**src/rtl/mem_port_arbiter.sv**
```systemverilog
// Single memory port shared by instruction fetch and execute-stage load/store.
// One access in flight at a time; data has priority over fetch, but after
// STARVE_LIMIT consecutive data grants with fetch waiting, fetch is forced.
module mem_port_arbiter #(
  parameter int ADDR_W       = 32,
  parameter int DATA_W       = 32,
  parameter int MEM_LATENCY  = 1,
  parameter int STARVE_LIMIT = 4
) (
  input  logic              clk,
  input  logic              rst,
  input  logic              if_req,
  input  logic [ADDR_W-1:0] if_addr,
  output logic              if_gnt,
  output logic              if_rvalid,
  output logic [DATA_W-1:0] if_rdata,
  input  logic              d_req,
  input  logic              d_we,
  input  logic [ADDR_W-1:0] d_addr,
  input  logic [DATA_W-1:0] d_wdata,
  output logic              d_gnt,
  output logic              d_rvalid,
  output logic [DATA_W-1:0] d_rdata,
  output logic              mem_en,
  output logic              mem_we,
  output logic [ADDR_W-1:0] mem_addr,
  output logic [DATA_W-1:0] mem_wdata,
  input  logic [DATA_W-1:0] mem_rdata,
  output logic              busy
);

  localparam logic [3:0] LAT_LOAD   = 4'(MEM_LATENCY);
  localparam logic [3:0] STARVE_MAX = 4'(STARVE_LIMIT);

  typedef enum logic [1:0] {IDLE, WAIT, RESP} arbStateT;

  typedef struct packed {
    logic              we;
    logic [ADDR_W-1:0] addr;
    logic [DATA_W-1:0] wdata;
  } memReqT;

  arbStateT   state, stateNext;
  logic [3:0] latCnt;
  logic [3:0] starve, starveNext;
  logic       ownerData;   // 1: data side owns the in-flight access
  logic       ownerWe;     // in-flight data access is a store
  logic       pickFetch, pickData, arbitrate, captureNow;
  memReqT     winReq;

  // Next-state and arbitration; RESP arbitrates too so a waiting request
  // issues right after the response cycle.
  always_comb begin
    stateNext  = state;
    arbitrate  = 1'b0;
    pickFetch  = 1'b0;
    pickData   = 1'b0;
    captureNow = 1'b0;
    case (state)
      IDLE, RESP: begin
        arbitrate = 1'b1;
        if (if_req && (!d_req || starve == STARVE_MAX)) pickFetch = 1'b1;
        else if (d_req)                                  pickData  = 1'b1;
        stateNext = (pickFetch || pickData) ? WAIT : IDLE;
      end
      WAIT: begin
        if (latCnt == 4'd0) begin
          captureNow = 1'b1;
          stateNext  = RESP;
        end
      end
      default: stateNext = IDLE;
    endcase
  end

  // Winner's request; fetch carries no write data.
  always_comb begin
    winReq = '{we: 1'b0, addr: if_addr, wdata: '0};
    if (pickData) winReq = '{we: d_we, addr: d_addr, wdata: d_wdata};
  end

  // Starvation count: consecutive data grants made while fetch was waiting.
  always_comb begin
    starveNext = starve;
    if (arbitrate) begin
      if (pickFetch || !if_req)                 starveNext = 4'd0;
      else if (pickData && starve != STARVE_MAX) starveNext = starve + 4'd1;
    end
  end

  // State register.
  always_ff @(posedge clk or negedge rst) begin
    if (!rst) state <= IDLE;
    else      state <= stateNext;
  end

  // Latency countdown: loaded at issue, reaches zero in the data-valid cycle.
  always_ff @(posedge clk or negedge rst) begin
    if (!rst)                                  latCnt <= 4'd0;
    else if (pickFetch || pickData)            latCnt <= LAT_LOAD;
    else if (state == WAIT && latCnt != 4'd0)  latCnt <= latCnt - 4'd1;
  end

  // Starve counter register.
  always_ff @(posedge clk or negedge rst) begin
    if (!rst) starve <= 4'd0;
    else      starve <= starveNext;
  end

  // Issue: one-cycle strobes; address/wdata hold until the next issue.
  always_ff @(posedge clk or negedge rst) begin
    if (!rst) begin
      mem_en    <= 1'b0;
      mem_we    <= 1'b0;
      if_gnt    <= 1'b0;
      d_gnt     <= 1'b0;
      mem_addr  <= '0;
      mem_wdata <= '0;
      ownerData <= 1'b0;
      ownerWe   <= 1'b0;
    end else begin
      mem_en <= pickFetch || pickData;
      mem_we <= pickData && winReq.we;
      if_gnt <= pickFetch;
      d_gnt  <= pickData;
      if (pickFetch || pickData) begin
        mem_addr  <= winReq.addr;
        mem_wdata <= winReq.wdata;
        ownerData <= pickData;
        ownerWe   <= pickData && winReq.we;
      end
    end
  end

  // Response: capture read data for the owner only, pulse its rvalid.
  always_ff @(posedge clk or negedge rst) begin
    if (!rst) begin
      if_rvalid <= 1'b0;
      d_rvalid  <= 1'b0;
      if_rdata  <= '0;
      d_rdata   <= '0;
    end else begin
      if_rvalid <= captureNow && !ownerData;
      d_rvalid  <= captureNow && ownerData;
      if (captureNow && !ownerData)            if_rdata <= mem_rdata;
      if (captureNow && ownerData && !ownerWe) d_rdata  <= mem_rdata;
    end
  end

  assign busy = (state != IDLE);

endmodule
```
**config.mk**
```make
export PLATFORM = sky130hd
export DESIGN_NAME = mem_port_arbiter
export DESIGN_NICKNAME = d
export VERILOG_FILES = /design/src/rtl/mem_port_arbiter.sv
export SDC_FILE = /design/constraint.sdc
export NUM_CORES = 1
export LEC_CHECK = 0
export ABC_AREA = 0
export CAP_MARGIN = 10
export CORE_MARGIN = 2
export CORE_UTILIZATION = 38
export CTS_CLUSTER_DIAMETER = 100
export CTS_CLUSTER_SIZE = 40
export DETAILED_ROUTE_END_ITERATION = 10
export GPL_TIMING_DRIVEN = 1
export PLACE_DENSITY_LB_ADDON = 0.1
export SKIP_LAST_GASP = 1
export SLEW_MARGIN = 20
export SYNTH_ARGS = -nofsm -noshare
export SYNTH_HDL_FRONTEND = slang
export SYNTH_SLANG_ARGS = --single-unit
```
**constraint.sdc**
```tcl
create_clock -name clk -period 1.8 [get_ports clk]
set_input_delay 0.36 -clock clk [delete_from_list [all_inputs] [get_ports clk]]
set_output_delay 0.36 -clock clk [all_outputs]
set_load 0.005 [all_outputs]
```
==> results of run 1 <==
[worst max-delay path: stages, from the launching register on]
cell       delay, ps
dfrtp_1          380
inv_2             90
ha_4             150
nand2b_4          80
nor4_4           170
buf_4            180
clkbuf_16        180
mux2_2           340
[cell type report]
cell class,instances,share of cell area (%)
flip-flops and latches,146,36.9
clock inverters,12,2.07
well taps,216,2.73
inverters,6,0.227
repair buffers,294,30.5
multi-input cells,277,23.2
clock buffers,20,4.41
diodes,1,0.0253
[timing repair]
item,in CTS,in global routing
gates resized for setup,5,3
setup buffers,1,4
hold buffers,1,0
setup endpoints to repair,65,66
hold endpoints to repair,38,0
cloned,1,1
pin swaps,0,2
[metrics by stage]
stage	setup TNS, ps	setup slack, ps	hold slack, ps
floorplan	0	29.8	64.4
global placement	-97.6	-6.64	295
detailed placement	-3680	-70.6	302
CTS	-594	-31.3	431
global route	0	3.85	464
finish	0	110	422
[routing by layer]
layer / GRT usage, % / share of wire, % / vias up
li1: - / - / 2243
met1: 26.1 / 44 / 2414
met2: 32.4 / 47 / 195
met3: 7.06 / 7.1 / 28
met4: 7.25 / 2.3 / 0
met5: 0 / 0 / -
[state kept, by name, summed over array words and instances, names as in the netlist, 2 cells and up]
signal     flops
if_rdata      32
starve         4
mem_wdata     32
latCnt         4
state          2
mem_addr      32
d_rdata       32
[power by group through the flow]
stage	clock, mW	sequential [mW]	combinational, mW
final	3.83	5.76	7.19
after global routing	4.07	5.97	7.72
after CTS	3.91	5.77	7.21
after detailed placement	0	5.78	7.14
after global placement	0	5.77	6.94
after floorplan	0	5.82	2.86
[cell usage in the layout (no fill, tap or decap), types with 2 or more instances in the layout]
cell,netlist,routed
dfrtp_1,146,146
bufinv_16,0,5
buf_6,9,2
clkdlybuf4s50_1,0,265
nor3_1,2,2
o21ai_0,3,3
o211ai_1,12,12
nand4b_1,32,32
inv_6,0,2
o211ai_2,20,20
clkinv_4,0,2
or2_2,2,2
clkinvlp_4,0,2
and2_1,2,2
nor4_4,2,2
a21o_1,2,2
a21oi_1,3,3
nand2b_1,2,2
mux2i_1,3,3
clkbuf_16,0,19
ha_1,4,3
inv_1,5,3
mux2_1,2,2
inv_2,1,3
mux2_2,62,62
nand3_1,4,4
clkbuf_1,20,3
buf_4,1,15
buf_12,0,8
a22o_1,33,33
nand2_1,72,72
[kinds of logic (layout without fill, tap and decap cells)]
kind of cell | count (synthesis) | in the layout | share of synthesized area, %
multiplexers | 67 | 67 | 12.2
other | 0 | 1 | 0
flip-flops | 146 | 146 | 59.2
adder cells (fa/ha/maj) | 4 | 4 | 0.811
AO/OA/AOI/OAI | 77 | 77 | 11.4
buffers and inverters | 45 | 332 | 4.06
AND/OR/NAND/NOR | 129 | 129 | 12.3
[worst max path at each step]
stage | startpoint | to | slack [ps] | depth (start not counted)
after detailed placement | if_req | mem_wdata[21]$_DFFE_PN0P_ | -70 | 5
after global placement | latCnt[0]$_DFFE_PN0P_ | d_rdata[3]$_DFFE_PN0P_ | -7 | 6
after floorplan | latCnt[0]$_DFFE_PN0P_ | d_rdata[10]$_DFFE_PN0P_ | 30 | 6
final | latCnt[0]$_DFFE_PN0P_ | if_rdata[16]$_DFFE_PN0P_ | 110 | 7
after CTS | latCnt[0]$_DFFE_PN0P_ | if_rdata[19]$_DFFE_PN0P_ | -30 | 6
after global routing | state[1]$_DFFE_PN0N_ | if_rdata[13]$_DFFE_PN0P_ | 4 | 5
==> impl_metrics.yaml, run 1 <==
setup_path:
  endpoint_kind: "flip-flop"
  startpoint_type: "flip-flop"
  cp.required_ps: 2100
  r2r_start: "latCnt[0]$_DFFE_PN0P_"
  reg2reg_slack_ps: 110
  reg2regPathDepth: 7
  worstPathArrival_ps: 1990
  worstPathMaxFanout: 16
  criticalPathCategory: "flip-flop to flip-flop"
  reg2reg_to: "if_rdata[16]$_DFFE_PN0P_"
power_and_ir_drop:
  ir_worst_vdd_uv: 814
  internal-power_mw: 11.9
  switching_share_pct: 28.9
  p_seq_share_pct: 34.3
  pwr-share-clk_pct: 22.8
  p_sw_mw: 4.85
  combPwrFrac_pct: 42.8
  power_density_nw_per_um2: 1700
  p_leak_nw: 4.22
  finalPower_mw: 16.8
yosys:
  yosysMostFrequentCell: "dfrtp_1"
  seq_area_frac_synth_pct: 59.2
  synthTopCellsByCount: "146 x dfrtp_1, 72 x nand2_1, 62 x mux2_2, 33 x a22o_1, 32 x nand4b_1"
  async_flop_share_pct: 100
  synth_nets: 605
  synth_cell_types: 41
  yosys.area.top_type: "dfrtp_1"
  ys_ff_latch: 146
  synth_cells: 468
  syn_area_per_cell_um2: 13.2
  synthTopCellsByArea: "dfrtp_1 59%, mux2_2 11%, a22o_1 4.7%"
  syn_area_um2: 6170
  yosysWarningCount: 0
  synth_top_area_share_pct: 59.2
  synth_flop_cell: "dfrtp_1"
  synth_edf_count: 0
clocking:
  clock_latency_ps: 410
  clkTransAtPathRegs_ps: 60
  clock_tree.buffer_depth: 2
  cts_tree: "yes"
  root_buffer: "clkbuf_16"
  cts_buffers: 17
  htreeDepth: 4
  cts.sinks: 146
timing:
  fin_crit_ps: 1690
  slew_headroom_pct: 73.0
  setup_viol: 0
  hold_viol: 0
  period_share_pct: 93.9
  slew_viol_final: 0
  rsz0062_at_grt: "no"
  clock_skew_ps: 6.88
  worst_pin_slew_ps: 405
  max_freq_ghz: 0.592
global_route:
  antenna_found_initial: 1
  grt_pass1_vias: 5318
  grt_remaining_overflow: 0
  grt_max_degree: 60
  grt_usage_pct: 20.4
  grt_pass1_wl_um: 28000
placed_design:
  io_buffers: 267
  gp_congestion: 0.807
  place_inst: 931
  dpl.hpwl_um: 11800
  postPlaceCellArea_um2: 9140
floorplanning:
  die_w_um: 131
  initial_core_util_pct: 38.8
  dieArea_um2: 17300
  core_um2: 15900
  die_h_um: 131
  num_rows: 46
  ios: 268
cells_and_area:
  design_area_um2: 9900
  area_growth_pct: 60.4
  n_fill_cell: 1269
  fin_cells: 972
  multi_input_area_um2: 2290
  nNetsFinal: 879
  post-route-util_pct: 62.3
  drive_above_1_share_pct: 20.0
  seq_area_um2: 3650
routing:
  dr_total_vias: 4880
  vias_per_cell: 5.02
  drt-initial-drc-count: 209
  wl_per_cell_um: 17.8
  drcViolationCount: 0
  first_pass_iters: 4
  ant_nets: 0
  drt_wl_total_um: 17300
status:
  outcome: "finished clean"
min_path:
  hold_class: "primary input to asynchronous set/reset pin"
run:
  maxCapViolCount: 0
Note: power is estimated with default switching activity, not from simulation.
==> run 2: changes to the inputs <==
--- a/config.mk
+++ b/config.mk
@@ -7,8 +7,9 @@
 export LEC_CHECK = 0
 export ABC_AREA = 0
 export CAP_MARGIN = 10
+export CORE_ASPECT_RATIO = 2
 export CORE_MARGIN = 2
-export CORE_UTILIZATION = 38
+export CORE_UTILIZATION = 42
 export CTS_CLUSTER_DIAMETER = 100
 export CTS_CLUSTER_SIZE = 40
 export DETAILED_ROUTE_END_ITERATION = 10
==> constraint.sdc (replaced) <==
create_clock -name clk -period 1.85 [get_ports clk]
set_input_delay 0.37 -clock clk [delete_from_list [all_inputs] [get_ports clk]]
set_output_delay 0.37 -clock clk [all_outputs]
set_load 0.005 [all_outputs]
==> impl_metrics.yaml, run 2 (synthesis results as in run 1) <==
timing:
  hold_viol: 0
  setup_viol: 0
  worst_pin_slew_ps: 426
  slew_headroom_pct: 71.5
  period_share_pct: 95.9
  clock_skew_ps: 14.8
  finalWorstSetupSlack_ps: 76.6
  slew_viol_final: 0
  fin_crit_ps: 1770
  max_freq_ghz: 0.564
setup_path:
  cp_cell_sequence: "inv_2 > ha_4 > nand2b_4 > buf_4 > nor4_4 > buf_4 > clkbuf_16 > mux2_2"
  timing.critical_path.mode_cell: "buf_4"
  worstPathArrival_ps: 2070
  slowest_stage: "dfrtp_1"
  criticalPathCategory: "flip-flop to flip-flop"
  startpoint: "latCnt[0]$_DFFE_PN0P_"
  crit_path_max_incr_delay_ps: 390
  reg2reg_to: "if_rdata[16]$_DFFE_PN0P_"
  r2r_start: "latCnt[0]$_DFFE_PN0P_"
  critPathTopFamily: "buffers and inverters"
  cp.buffers_inverters: 4
  cp.depth: 8
  reg2reg_slack_ps: 80
  crit_path_end: "if_rdata[16]$_DFFE_PN0P_"
  endpoint_kind: "flip-flop"
  startpoint_type: "flip-flop"
  cp.required_ps: 2150
  reg2regPathDepth: 8
  worstPathMaxFanout: 16
power_and_ir_drop:
  p_leak_nw: 4.22
  power_density_nw_per_um2: 1620
  ir_worst_vdd_uv: 818
global_route:
  antenna_found_initial: 1
  grt_usage_pct: 22.8
  grt_max_degree: 46
  grt_pass1_vias: 5255
  grt_remaining_overflow: 0
  grt_pass1_wl_um: 28400
floorplanning:
  die_h_um: 175
  ios: 268
  die_w_um: 89.7
  initial_core_util_pct: 43.0
  core_um2: 14400
  num_rows: 62
  dieArea_um2: 15700
cells_and_area:
  post-route-util_pct: 68.7
  multi_input_area_um2: 2300
  final_cell_mix: "265 x clkdlybuf4s50_1, 146 x dfrtp_1, 72 x nand2_1"
  seq_area_um2: 3650
  n_fill_cell: 1074
  nNetsFinal: 883
  drive_above_1_share_pct: 20.7
  area_growth_pct: 59.9
  layout_commonest_cell: "clkdlybuf4s50_1"
clocking:
  clock_tree.buffer_depth: 2
  cts.sinks: 146
  clkTransAtPathRegs_ps: 70
  clock_latency_ps: 410
  root_buffer: "clkbuf_16"
  cts_tree: "yes"
  cts_buffers: 17
  htreeDepth: 4
routing:
  dr_total_vias: 4938
  wl_per_cell_um: 18.8
  vias_per_cell: 5.19
  drt_wl_total_um: 17900
  ant_nets: 0
  drt-initial-drc-count: 186
  first_pass_iters: 6
  drcViolationCount: 0
placed_design:
  dpl.hpwl_um: 12400
  dp_slack_ps: -108
  io_buffers: 267
  gp_congestion: 0.752
min_path:
  hold_class: "primary input to asynchronous set/reset pin"
status:
  outcome: "finished clean"
run:
  maxCapViolCount: 0
[run 2: area by class of cell]
type                    count  share of cell area [%]
flip-flops and latches    146                    37.0
diodes                      1                  0.0254
clock inverters            14                    1.43
multi-input cells         277                    23.3
well taps                 192                    2.43
inverters                   6                   0.228
repair buffers            298                    31.2
clock buffers              18                    4.35
[run 2: how the worst min path moves through the flow]
stage | from | depth (start not counted) | endpoint | slack (ps)
after floorplan | rst | 0 | d_gnt$_DFF_PN0_ | 70
after global placement | rst | 1 | if_rdata[5]$_DFFE_PN0P_ | 280
after detailed placement | rst | 1 | if_rdata[5]$_DFFE_PN0P_ | 280
after CTS | rst | 2 | if_rdata[5]$_DFFE_PN0P_ | 410
after global routing | rst | 2 | if_rdata[5]$_DFFE_PN0P_ | 440
final | rst | 2 | if_rdata[5]$_DFFE_PN0P_ | 410
[run 2: worst reg2reg max path, delay by kind of cell (launching register included)]
| family | cells | cell delay (ps) |
|---|---|---|
| fa+ha+maj | 1 | 150 |
| simple gates | 2 | 190 |
| mux | 1 | 350 |
| buf+inv | 4 | 600 |
| flops | 1 | 390 |
[run 2: where the power goes]
| part | switching, mW | internal [mW] | leakage, nW |
|---|---|---|---|
| combinational | 2.56 | 4.51 | 2.13 |
| sequential | 0.878 | 4.73 | 1.82 |
| clock | 1.43 | 1.89 | 0.273 |
[run 2: repair_timing]
item	in CTS	in global routing
gates cloned	2	1
pin swaps	0	2
buffers inserted	7	1
hold buffers	1	0
endpoints found under the setup margin	33	72
gates resized for setup	5	2
hold endpoints to repair	30	0
[run 2: per-stage QoR]
stage / TNS (ps) / cell area, um2 / hold slack [ps] / total power [mW] / cells
global placement: -114 / 9110 / 284 / 12.3 / 907
finish: 0 / 9870 / 413 / 16.0 / 952
CTS: -168 / 9820 / 414 / 16.1 / 949
detailed placement: -2420 / 9110 / 282 / 12.6 / 907
global route: -10.1 / 9870 / 443 / 16.9 / 952
floorplan: 0 / 6170 / 74.4 / 8.45 / 468
[run 2: routing by layer]
metal  vias to the layer above  part of all wire (%)  global-route usage (%)
met3                        35                   4.9                    4.50
met1                      2465                    36                    25.5
met5                         -                     0                       0
met4                         0                   3.4                    10.5
li1                       2249                     -                       -
met2                       189                    55                    41.7
